### config.mk
export PLATFORM = sky130hd
export DESIGN_NAME = data_bus_master
export DESIGN_NICKNAME = d
export VERILOG_FILES = /design/src/rtl/data_bus_master.sv
export SDC_FILE = /design/constraint.sdc
export NUM_CORES = 1
export LEC_CHECK = 0
export CORE_UTILIZATION = 54
export CTS_BUF_LIST = sky130_fd_sc_hd__clkbuf_8
export CTS_CLUSTER_SIZE = 12
export DETAILED_ROUTE_END_ITERATION = 7
export GPL_ROUTABILITY_DRIVEN = 0
export GPL_TIMING_DRIVEN = 1
export PLACE_DENSITY_LB_ADDON = 0.2
export RECOVER_POWER = 100
export REMOVE_ABC_BUFFERS = 1
export SETUP_SLACK_MARGIN = 0.02
export SLEW_MARGIN = 25
export SYNTH_ARGS = -nofsm -noshare
export SYNTH_HDL_FRONTEND = slang
export SYNTH_SLANG_ARGS = --single-unit
### constraint.sdc
create_clock -name Clock -period 3.2 [get_ports Clock]
set_input_delay 0.8 -clock Clock [delete_from_list [all_inputs] [get_ports Clock]]
set_output_delay 0.8 -clock Clock [all_outputs]
set_load 0.03 [all_outputs]
### src/rtl/data_bus_master.sv
// Data-bus initiator: posted-write FIFO, one outstanding load issued behind queued
// stores, single-strobe bus FSM with a cool-down cycle and a per-access timeout.
module data_bus_master #(
  parameter int WBUF_DEPTH = 4,
  parameter int TIMEOUT    = 255
) (
  input  logic        Clock,
  input  logic        Resetn,
  input  logic        req_valid,
  input  logic        req_write,
  input  logic [15:0] req_addr,
  input  logic [15:0] req_wdata,
  output logic        req_ready,
  output logic        resp_valid,
  output logic [15:0] resp_rdata,
  output logic        resp_err,
  output logic        wr_err,
  input  logic        err_clr,
  output logic        busy,
  output logic        ReadData,
  output logic        WriteData,
  output logic [15:0] DataAddr,
  output logic [15:0] BusIn,
  input  logic [15:0] BusOut,
  input  logic        DataDone
);

  localparam int PW = $clog2(WBUF_DEPTH);
  localparam int CW = $clog2(TIMEOUT + 1);

  typedef enum logic [1:0] {IDLE, WR_ACC, RD_ACC, COOL} state_e;

  state_e        state_q, state_d;
  logic [CW-1:0] cnt_q, cnt_d;
  logic [15:0]   addr_q, addr_d;
  logic [15:0]   wdata_q, wdata_d;

  logic [31:0]   fifo_q [WBUF_DEPTH];
  logic [PW:0]   wptr_q, rptr_q;
  logic [31:0]   fifo_head;
  logic          fifo_empty, fifo_full;

  logic          rd_pending_q;
  logic [15:0]   rd_addr_q;
  logic          resp_valid_q, resp_err_q, wr_err_q;
  logic [15:0]   resp_rdata_q;

  logic          push, load_acc, pop;
  logic          rd_done, rd_abort, wr_abort, timed_out;

  // Pointers carry one extra wrap bit so full and empty are distinguishable.
  assign fifo_empty = (wptr_q == rptr_q);
  assign fifo_full  = (wptr_q[PW] != rptr_q[PW]) && (wptr_q[PW-1:0] == rptr_q[PW-1:0]);
  assign fifo_head  = fifo_q[rptr_q[PW-1:0]];

  assign req_ready = !rd_pending_q && (!req_write || !fifo_full);
  assign push      = req_valid && req_ready && req_write;
  assign load_acc  = req_valid && req_ready && !req_write;
  assign timed_out = (cnt_q == CW'(TIMEOUT - 1));

  always_comb begin
    state_d  = state_q;
    cnt_d    = cnt_q;
    addr_d   = addr_q;
    wdata_d  = wdata_q;
    pop      = 1'b0;
    rd_done  = 1'b0;
    rd_abort = 1'b0;
    wr_abort = 1'b0;
    case (state_q)
      // COOL dispatches like IDLE so back-to-back accesses cost access + one dead cycle.
      IDLE, COOL: begin
        state_d = IDLE;
        if (!fifo_empty) begin
          state_d = WR_ACC;
          addr_d  = fifo_head[31:16];
          wdata_d = fifo_head[15:0];
          cnt_d   = '0;
        end else if (rd_pending_q) begin
          state_d = RD_ACC;
          addr_d  = rd_addr_q;
          wdata_d = '0;
          cnt_d   = '0;
        end
      end
      WR_ACC: begin
        if (DataDone) begin
          pop     = 1'b1;
          state_d = COOL;
        end else if (timed_out) begin
          pop      = 1'b1;
          wr_abort = 1'b1;
          state_d  = COOL;
          cnt_d    = cnt_q + CW'(1);
        end else begin
          cnt_d = cnt_q + CW'(1);
        end
      end
      RD_ACC: begin
        if (DataDone) begin
          rd_done = 1'b1;
          state_d = COOL;
        end else if (timed_out) begin
          rd_abort = 1'b1;
          state_d  = COOL;
          cnt_d    = cnt_q + CW'(1);
        end else begin
          cnt_d = cnt_q + CW'(1);
        end
      end
      default: state_d = IDLE;
    endcase
  end

  always_ff @(posedge Clock or negedge Resetn) begin
    if (!Resetn) begin
      state_q      <= IDLE;
      cnt_q        <= '0;
      addr_q       <= '0;
      wdata_q      <= '0;
      wptr_q       <= '0;
      rptr_q       <= '0;
      rd_pending_q <= 1'b0;
      rd_addr_q    <= '0;
      resp_valid_q <= 1'b0;
      resp_rdata_q <= '0;
      resp_err_q   <= 1'b0;
      wr_err_q     <= 1'b0;
    end else begin
      state_q <= state_d;
      cnt_q   <= cnt_d;
      addr_q  <= addr_d;
      wdata_q <= wdata_d;
      if (push) wptr_q <= wptr_q + (PW+1)'(1);
      if (pop)  rptr_q <= rptr_q + (PW+1)'(1);
      if (load_acc) begin
        rd_pending_q <= 1'b1;
        rd_addr_q    <= req_addr;
      end else if (rd_done || rd_abort) begin
        rd_pending_q <= 1'b0;
      end
      resp_valid_q <= rd_done || rd_abort;
      if (rd_done) begin
        resp_rdata_q <= BusOut;
        resp_err_q   <= 1'b0;
      end else if (rd_abort) begin
        resp_rdata_q <= '0;
        resp_err_q   <= 1'b1;
      end
      // A timeout in the same cycle as err_clr must not be lost.
      if (wr_abort)     wr_err_q <= 1'b1;
      else if (err_clr) wr_err_q <= 1'b0;
    end
  end

  always_ff @(posedge Clock) begin
    if (push) fifo_q[wptr_q[PW-1:0]] <= {req_addr, req_wdata};
  end

  assign ReadData   = (state_q == RD_ACC);
  assign WriteData  = (state_q == WR_ACC);
  assign DataAddr   = addr_q;
  assign BusIn      = wdata_q;
  assign resp_valid = resp_valid_q;
  assign resp_rdata = resp_rdata_q;
  assign resp_err   = resp_err_q;
  assign wr_err     = wr_err_q;
  assign busy       = !fifo_empty || rd_pending_q || (state_q != IDLE);

endmodule

==> impl_metrics.json, run 1 <==
{
  "drv_slew": 0,
  "timing.critical_path.fanout_max": 3,
  "antenna_found_initial": 0,
  "setup_viol": 0,
  "pre_cts_ws_ns": 0.2376,
  "dieWidth_um": 125.4,
  "timing_worst_slew_pin_value_ns": 1.334,
  "fillerInstances": 1008,
  "max_freq_mhz": 332.4,
  "die_ht_um": 125.4,
  "drt-initial-drc-count": 233,
  "post_synth.cell_area_avg_sq_um": 18.90,
  "power.density_mw_per_mm2": 938.2,
  "io_buffers": 108,
  "timing.final.crit_period_ns": 3.008,
  "synth_seq_cells": 212,
  "cellLeakagePower_nw": 3.839,
  "post_route_worst_setup_slack_ns": 0.1917,
  "postCtsResizedCells": 0,
  "power.sequential.fraction_pct": 39.6,
  "hold_class": "reg -> reg",
  "synth_area_sq_mm": 0.008220,
  "grt-ovfl-total": 0,
  "final.setup_skew_ns": 0.01522,
  "timing.critical_path.slowest_stage_cell": "sky130_fd_sc_hd__dlygate4sd3_1",
  "critPathBufInv": 2,
  "groute.usage.overall_pct": 21.63,
  "timing.max_slew.rel_slack_pct": 10.77,
  "grt_pass1_vias": 4849,
  "power.net_switching_mw": 3.233,
  "detailroute.via_count": 4476,
  "design_area_sq_mm": 0.01009,
  "layout_cell_share_with_drive_strength_beyond_1_pct": 18.53,
  "placement_rows": 44,
  "start_util_pct": 55.92,
  "synthCells": 435,
  "design.core.area_sq_mm": 0.01470,
  "clock_latency_ns": 0.50,
  "cp_data_required_time_ns": 2.40,
  "antenna_violating_nets_post_route": 0,
  "ctsHoldBuffers": 0,
  "fraction_of_synthesized_cell_area_taken_by_the_top_area_cell_type_pct": 46.76,
  "total_power_mw": 9.464,
  "floorplan.io_pins": 109,
  "synth_top_cell_by_area": "sky130_fd_sc_hd__edfxtp_1",
  "timing.final.crit_share_pct": 94.01,
  "cp_slowest_stage_delay_ns": 0.77,
  "routed_wire_length_per_instance_um": 20.09,
  "max-clock-path-buffers": 3,
  "clkSlewWorstSetupHoldPaths_ns": 0.05,
  "num-nets-final": 637,
  "timing.critical_path.to_type": "primary output",
  "first_pass_grt_wire_length_um": 25650,
  "dominant_delay_contributor_by_cell_family_on_the_critical_path": "buffers and inverters",
  "syn_to_final_growth_pct": 22.71,
  "vias_per_cell": 5.716,
  "power_switching_share_pct": 34.16,
  "crit_chain": "clkdlybuf4s50_1 > a41oi_1 > dlygate4sd3_1",
  "distinct_cell_type_count_of_the_synthesized_netlist": 44,
  "final_core_utilization_pct": 68.62,
  "tritoncts": "yes",
  "max_cap_violations": 0,
  "failing_checks": "design-rule violations",
  "firstDrtPassIters": 8,
  "grt_max_degree": 54,
  "max-vdd-ir-drop_v": 0.0007143,
  "insertedDiodeCount": 0,
  "clock-sinks": 212,
  "cts_max_level": 2,
  "finalHoldViolCount": 0,
  "fin_hold_ws_ns": 0.4992,
  "worstPathArrival_ns": 2.21,
  "post_synth_main_area_contributors": "sky130_fd_sc_hd__edfxtp_1 (47%), sky130_fd_sc_hd__dfrtp_1 (26%), sky130_fd_sc_hd__mux4_2 (8.5%)",
  "floorplan.die_area_sq_mm": 0.01572,
  "root_buf_cell": "sky130_fd_sc_hd__clkbuf_8",
  "hpwl_um": 10000,
  "cts_buffers": 35,
  "placed_cell_area_sq_mm": 0.009510,
  "syn_warnings": 0,
  "p_int_mw": 6.231,
  "run_status": "finished, violations left",
  "power.clock.fraction_pct": 23.2,
  "drc": 13,
  "post-cts-setup-buffers": 0,
  "ys_seq_area_share_pct": 72.33,
  "rsz_0062_raised_after_global_routing": "false",
  "startpoint_type": "input port",
  "power.share.combinational_pct": 37.2,
  "drt-total-wl_um": 15730,
  "setup.worst_path.class": "in -> out"
}
[registers in the layout, indices dropped and copies added (netlist names), 2 cells and up]
| name | count |
|---|---|
| wptr_q | 3 |
| resp_rdata | 16 |
| DataAddr | 16 |
| BusIn | 16 |
| rptr_q | 3 |
| cnt_q | 8 |
| rd_addr_q | 16 |
| state_q | 2 |
| fifo_q | 128 |
[power groups by stage]
stage / Combinational [mW] / Clock [mW] / Sequential [mW]
finish: 3.52 / 2.19 / 3.75
global route: 3.78 / 2.38 / 3.81
CTS: 3.71 / 2.25 / 3.76
detailed placement: 3.68 / 0 / 3.81
global placement: 3.63 / 0 / 3.77
floorplan: 1.70 / 0 / 4.46
[synthesized netlist by cell type]
library cell               instances
sky130_fd_sc_hd__and2_1            5
sky130_fd_sc_hd__nand2_1           4
sky130_fd_sc_hd__a41oi_1           1
sky130_fd_sc_hd__or3_1             1
sky130_fd_sc_hd__clkbuf_1          4
sky130_fd_sc_hd__buf_6             9
sky130_fd_sc_hd__dfrtp_1          84
sky130_fd_sc_hd__xnor2_1           4
sky130_fd_sc_hd__nand4_2           1
sky130_fd_sc_hd__a31oi_1           1
sky130_fd_sc_hd__or2_2             1
sky130_fd_sc_hd__a21oi_2           1
sky130_fd_sc_hd__a21oi_1           1
sky130_fd_sc_hd__o21ai_0           6
sky130_fd_sc_hd__o22a_1           32
sky130_fd_sc_hd__mux4_1            1
sky130_fd_sc_hd__mux2i_1           1
sky130_fd_sc_hd__a21o_1            1
sky130_fd_sc_hd__nand4_1           3
sky130_fd_sc_hd__o31ai_1           1
sky130_fd_sc_hd__and3_1            1
sky130_fd_sc_hd__and3_4            1
sky130_fd_sc_hd__edfxtp_1        128
sky130_fd_sc_hd__o211ai_1          1
sky130_fd_sc_hd__mux2_2           17
sky130_fd_sc_hd__nand2_2           1
sky130_fd_sc_hd__nor2_2            1
sky130_fd_sc_hd__nand2b_1          2
sky130_fd_sc_hd__a41o_1            1
sky130_fd_sc_hd__a31o_2            1
sky130_fd_sc_hd__nand3_1           9
sky130_fd_sc_hd__nand3b_1          2
sky130_fd_sc_hd__nor3b_2           1
sky130_fd_sc_hd__inv_1             8
sky130_fd_sc_hd__ha_1             10
sky130_fd_sc_hd__nor2_1            7
sky130_fd_sc_hd__xor2_1            6
sky130_fd_sc_hd__buf_2             8
sky130_fd_sc_hd__xnor2_2           2
sky130_fd_sc_hd__buf_4             1
sky130_fd_sc_hd__o21bai_2          1
sky130_fd_sc_hd__mux4_2           31
sky130_fd_sc_hd__a22o_1           32
sky130_fd_sc_hd__nor2b_1           1
[cells by family (layout without fill, tap and decap cells)]
kind of cell	Yosys count	after routing	share of synthesized area [%]
compound gates	80	80	8.174
mux	50	50	11.26
simple gates	41	41	2.892
buf+inv	30	194	2.359
xor+xnor	12	12	1.461
flops	212	212	72.33
fa+ha+maj	10	10	1.522
[metrics by stage]
| step | setup TNS [ns] | cells |
|---|---|---|
| detailed placement | 0 | 720 |
| global placement | 0 | 720 |
| floorplan | -24.63 | 413 |
| finish | 0 | 783 |
| CTS | 0 | 783 |
| global route | 0 | 783 |
[cells in the final DEF, fill, tap and decap left out, drive strengths merged, types with 5 or more instances in the layout]
master,synthesis,final
xnor2,6,6
nand3,9,9
o21ai,6,6
dlygate4sd3,0,87
and2,5,5
clkdlybuf4s50,0,20
xor2,6,6
clkinv,0,10
clkbuf,4,52
a22o,32,32
dfrtp,84,84
ha,10,10
mux4,32,32
o22a,32,32
nand2,5,5
inv,8,21
edfxtp,128,128
nor2,8,8
mux2,17,17
[metal layers]
| layer | vias to the layer above | part of all wire (%) | global-route usage, % |
|---|---|---|---|
| li1 | 2021 | - | - |
| met2 | 160 | 48 | 35.29 |
| met4 | 0 | 1.9 | 8.608 |
| met3 | 28 | 6.6 | 4.707 |
| met5 | - | 0 | 0 |
| met1 | 2267 | 43 | 28.70 |
[layout make-up]
cell class | instances | area (sq um) | area share [%]
inverters | 8 | 30.03 | 0.2977
clock inverters | 24 | 121.4 | 1.203
repair buffers | 123 | 1150 | 11.40
flip-flops and latches | 212 | 5948 | 58.97
well taps | 184 | 230.2 | 2.282
clock buffers | 39 | 536.8 | 5.321
multi-input cells | 193 | 2071 | 20.53
[worst paths after layout]
| path | end | slack [ns] | cells past startpoint | startpoint |
|---|---|---|---|---|
| max in group asynchronous | rd_addr_q[8]$_DFFE_PN0P_ | 1.07 | 2 | Resetn |
| worst max-delay path | req_ready | 0.19 | 3 | req_write |
| worst min register to register | BusIn[7]$_DFFE_PN0P_ | 0.50 | 1 | BusIn[7]$_DFFE_PN0P_ |
| worst max register to register | BusIn[8]$_DFFE_PN0P_ | 0.36 | 5 | state_q[0]$_DFFE_PN0P_ |
| min in group asynchronous | cnt_q[1]$_DFFE_PN0P_ | 0.57 | 1 | Resetn |
| worst min-delay path | BusIn[7]$_DFFE_PN0P_ | 0.50 | 1 | BusIn[7]$_DFFE_PN0P_ |
Power figures use the tool's default switching activity.
==> run 2, diff against run 1 <==
==> constraint.sdc (replaced) <==
create_clock -name Clock -period 2.95 [get_ports Clock]
set_input_delay 0.7375 -clock Clock [delete_from_list [all_inputs] [get_ports Clock]]
set_output_delay 0.7375 -clock Clock [all_outputs]
set_load 0.03 [all_outputs]
==> run 2 against run 1 <==
The run still ends with design-rule violations left. Count of clock-buffer cells in the layout shrank 3. Combinational power is 9.9% higher. Register-to-register slack better by 0.03 ns. Via count is 2.0% higher. Critical path depth unchanged. Critical path type is now reg -> out. Largest cell class unchanged. Largest power group unchanged.
==> impl_metrics.json, run 2 (synthesis results as in run 1) <==
{
  "cts_buffers": 35,
  "mostFrequentLayoutCells": "sky130_fd_sc_hd__edfxtp_1 (128), sky130_fd_sc_hd__dlygate4sd3_1 (86), sky130_fd_sc_hd__dfrtp_1 (82), sky130_fd_sc_hd__clkbuf_8 (36)",
  "startpoint_type": "register",
  "timing.final.crit_period_ns": 2.758,
  "grt_max_degree": 44,
  "design_area_sq_mm": 0.01005,
  "root_buf_cell": "sky130_fd_sc_hd__clkbuf_8",
  "insertedDiodeCount": 0,
  "floorplan.die_area_sq_mm": 0.01572,
  "max-vdd-ir-drop_v": 0.0005613,
  "syn_to_final_growth_pct": 22.30,
  "grt-ovfl-total": 0,
  "finalHoldViolCount": 0,
  "max-clock-path-buffers": 3,
  "timing.critical_path.fanout_max": 4,
  "firstDrtPassIters": 8,
  "drt-initial-drc-count": 202,
  "hold_class": "in -> async",
  "pre_cts_ws_ns": 0.4504,
  "tritoncts": "yes",
  "groute.usage.overall_pct": 21.61,
  "timing.critical_path.slowest_stage_cell": "sky130_fd_sc_hd__dlygate4sd3_1",
  "power.density_mw_per_mm2": 1011,
  "fin_hold_ws_ns": 0.4509,
  "layout_cell_share_with_drive_strength_beyond_1_pct": 18.67,
  "timing.max_slew.rel_slack_pct": 12.43,
  "grt_pass1_vias": 4738,
  "timing_worst_slew_pin_value_ns": 1.314,
  "drv_slew": 0,
  "start_util_pct": 55.92,
  "antenna_found_initial": 0,
  "max_cap_violations": 0,
  "first_pass_grt_wire_length_um": 25790,
  "final_core_utilization_pct": 68.39,
  "cp_slowest_stage_delay_ns": 0.78,
  "num-nets-final": 639,
  "timing.critical_path.to_type": "primary output",
  "drc": 13,
  "die_ht_um": 125.4,
  "post_route_worst_setup_slack_ns": 0.1924,
  "final.setup_skew_ns": 0.01772,
  "io_buffers": 108,
  "floorplan.io_pins": 109,
  "clock_latency_ns": 0.52,
  "drt-total-wl_um": 15950,
  "routed_wire_length_per_instance_um": 20.35,
  "fillerInstances": 980,
  "cts_max_level": 2,
  "vias_per_cell": 5.821,
  "detailroute.via_count": 4564,
  "clkSlewWorstSetupHoldPaths_ns": 0.06,
  "placed_cell_area_sq_mm": 0.009585,
  "dominant_delay_contributor_by_cell_family_on_the_critical_path": "buffers and inverters",
  "setup.worst_path.class": "reg -> out",
  "multi_input_gate_area_in_the_final_layout_sq_mm": 0.002062,
  "failing_checks": "design-rule violations",
  "clock-sinks": 212,
  "mostFrequentLayoutCell": "sky130_fd_sc_hd__edfxtp_1",
  "dieWidth_um": 125.4,
  "max_freq_mhz": 362.6,
  "hpwl_um": 9935,
  "largest_register_ff_count": 128,
  "design.core.area_sq_mm": 0.01470,
  "placement_rows": 44,
  "rsz_0062_raised_after_global_routing": "false",
  "worstPathArrival_ns": 2.02,
  "seq_area_sq_mm": 0.005948,
  "run_status": "finished, violations left",
  "critPathBufInv": 2,
  "ctsHoldBuffers": 0,
  "antenna_violating_nets_post_route": 0,
  "cp_data_required_time_ns": 2.21,
  "setup_viol": 0,
  "timing.final.crit_share_pct": 93.48,
  "cellLeakagePower_nw": 3.812,
  "crit_chain": "inv_1 > ha_1 > dlygate4sd3_1"
}
[run 2: cell types whose count changed in the layout (fill, tap and decap cells not counted), moves of 2 or more]
cell,delta
sky130_fd_sc_hd__and2_0,+2
sky130_fd_sc_hd__and2_2,-2
sky130_fd_sc_hd__clkbuf_2,+3
sky130_fd_sc_hd__clkbuf_8,-3
sky130_fd_sc_hd__clkinv_1,+3
sky130_fd_sc_hd__inv_1,-2
[run 2: cell type report]
type	count	share of cell area, %
multi-input cells	193	20.51
inverters	8	0.2987
clock buffers	36	4.928
well taps	184	2.290
repair buffers	125	11.67
flip-flops and latches	212	59.17
clock inverters	26	1.133
[run 2: path summary, 6_finish.rpt]
kind,from,endpoint,slack [ns],cells after the start
max reg2reg,rptr_q[0]$_DFFE_PN0P_,DataAddr[13]$_DFFE_PN0P_,0.39,4
min reg2reg,resp_rdata[1]$_DFFE_PN0P_,resp_rdata[1]$_DFFE_PN0P_,0.49,1
min,Resetn,BusIn[1]$_DFFE_PN0P_,0.45,1
max,state_q[1]$_DFFE_PN0P_,WriteData,0.19,3
min in group Clock,resp_rdata[1]$_DFFE_PN0P_,resp_rdata[1]$_DFFE_PN0P_,0.49,1
max in group asynchronous,Resetn,rd_addr_q[11]$_DFFE_PN0P_,0.83,2
[run 2: repair_timing]
item	CTS	global route
resized for setup	0	1
endpoints found under the setup margin	0	1
setup buffers	0	0
[run 2: layer usage]
layer	track usage, %	wire [um]	up-vias
met5	0	0	-
met4	8.680	363	0
met3	4.707	916	32
met2	33.39	7567	149
met1	30.35	7104	2361
li1	-	-	2022
[run 2: worst register-to-register path: cells and delay by family, from the launching register on]
family          cells  cell delay, ns
mux                 1            0.72
compound gates      2            0.38
buf+inv             1            0.98
flops               1            0.37
[run 2: per-stage QoR]
step                instances  setup TNS, ns  power, mW
floorplan                 413         -57.20      6.687
global placement          722              0      8.089
detailed placement        722              0      8.198
CTS                       784              0      10.48
finish                    784              0      10.17
global route              784              0      10.69
[run 2: power by group]
part           switching [mW]  internal, mW  leakage, nW
Clock                    1.10          1.14        0.353
Combinational            2.15          1.72         1.28
Sequential              0.308          3.75         2.18
Total                    3.56          6.61         3.81
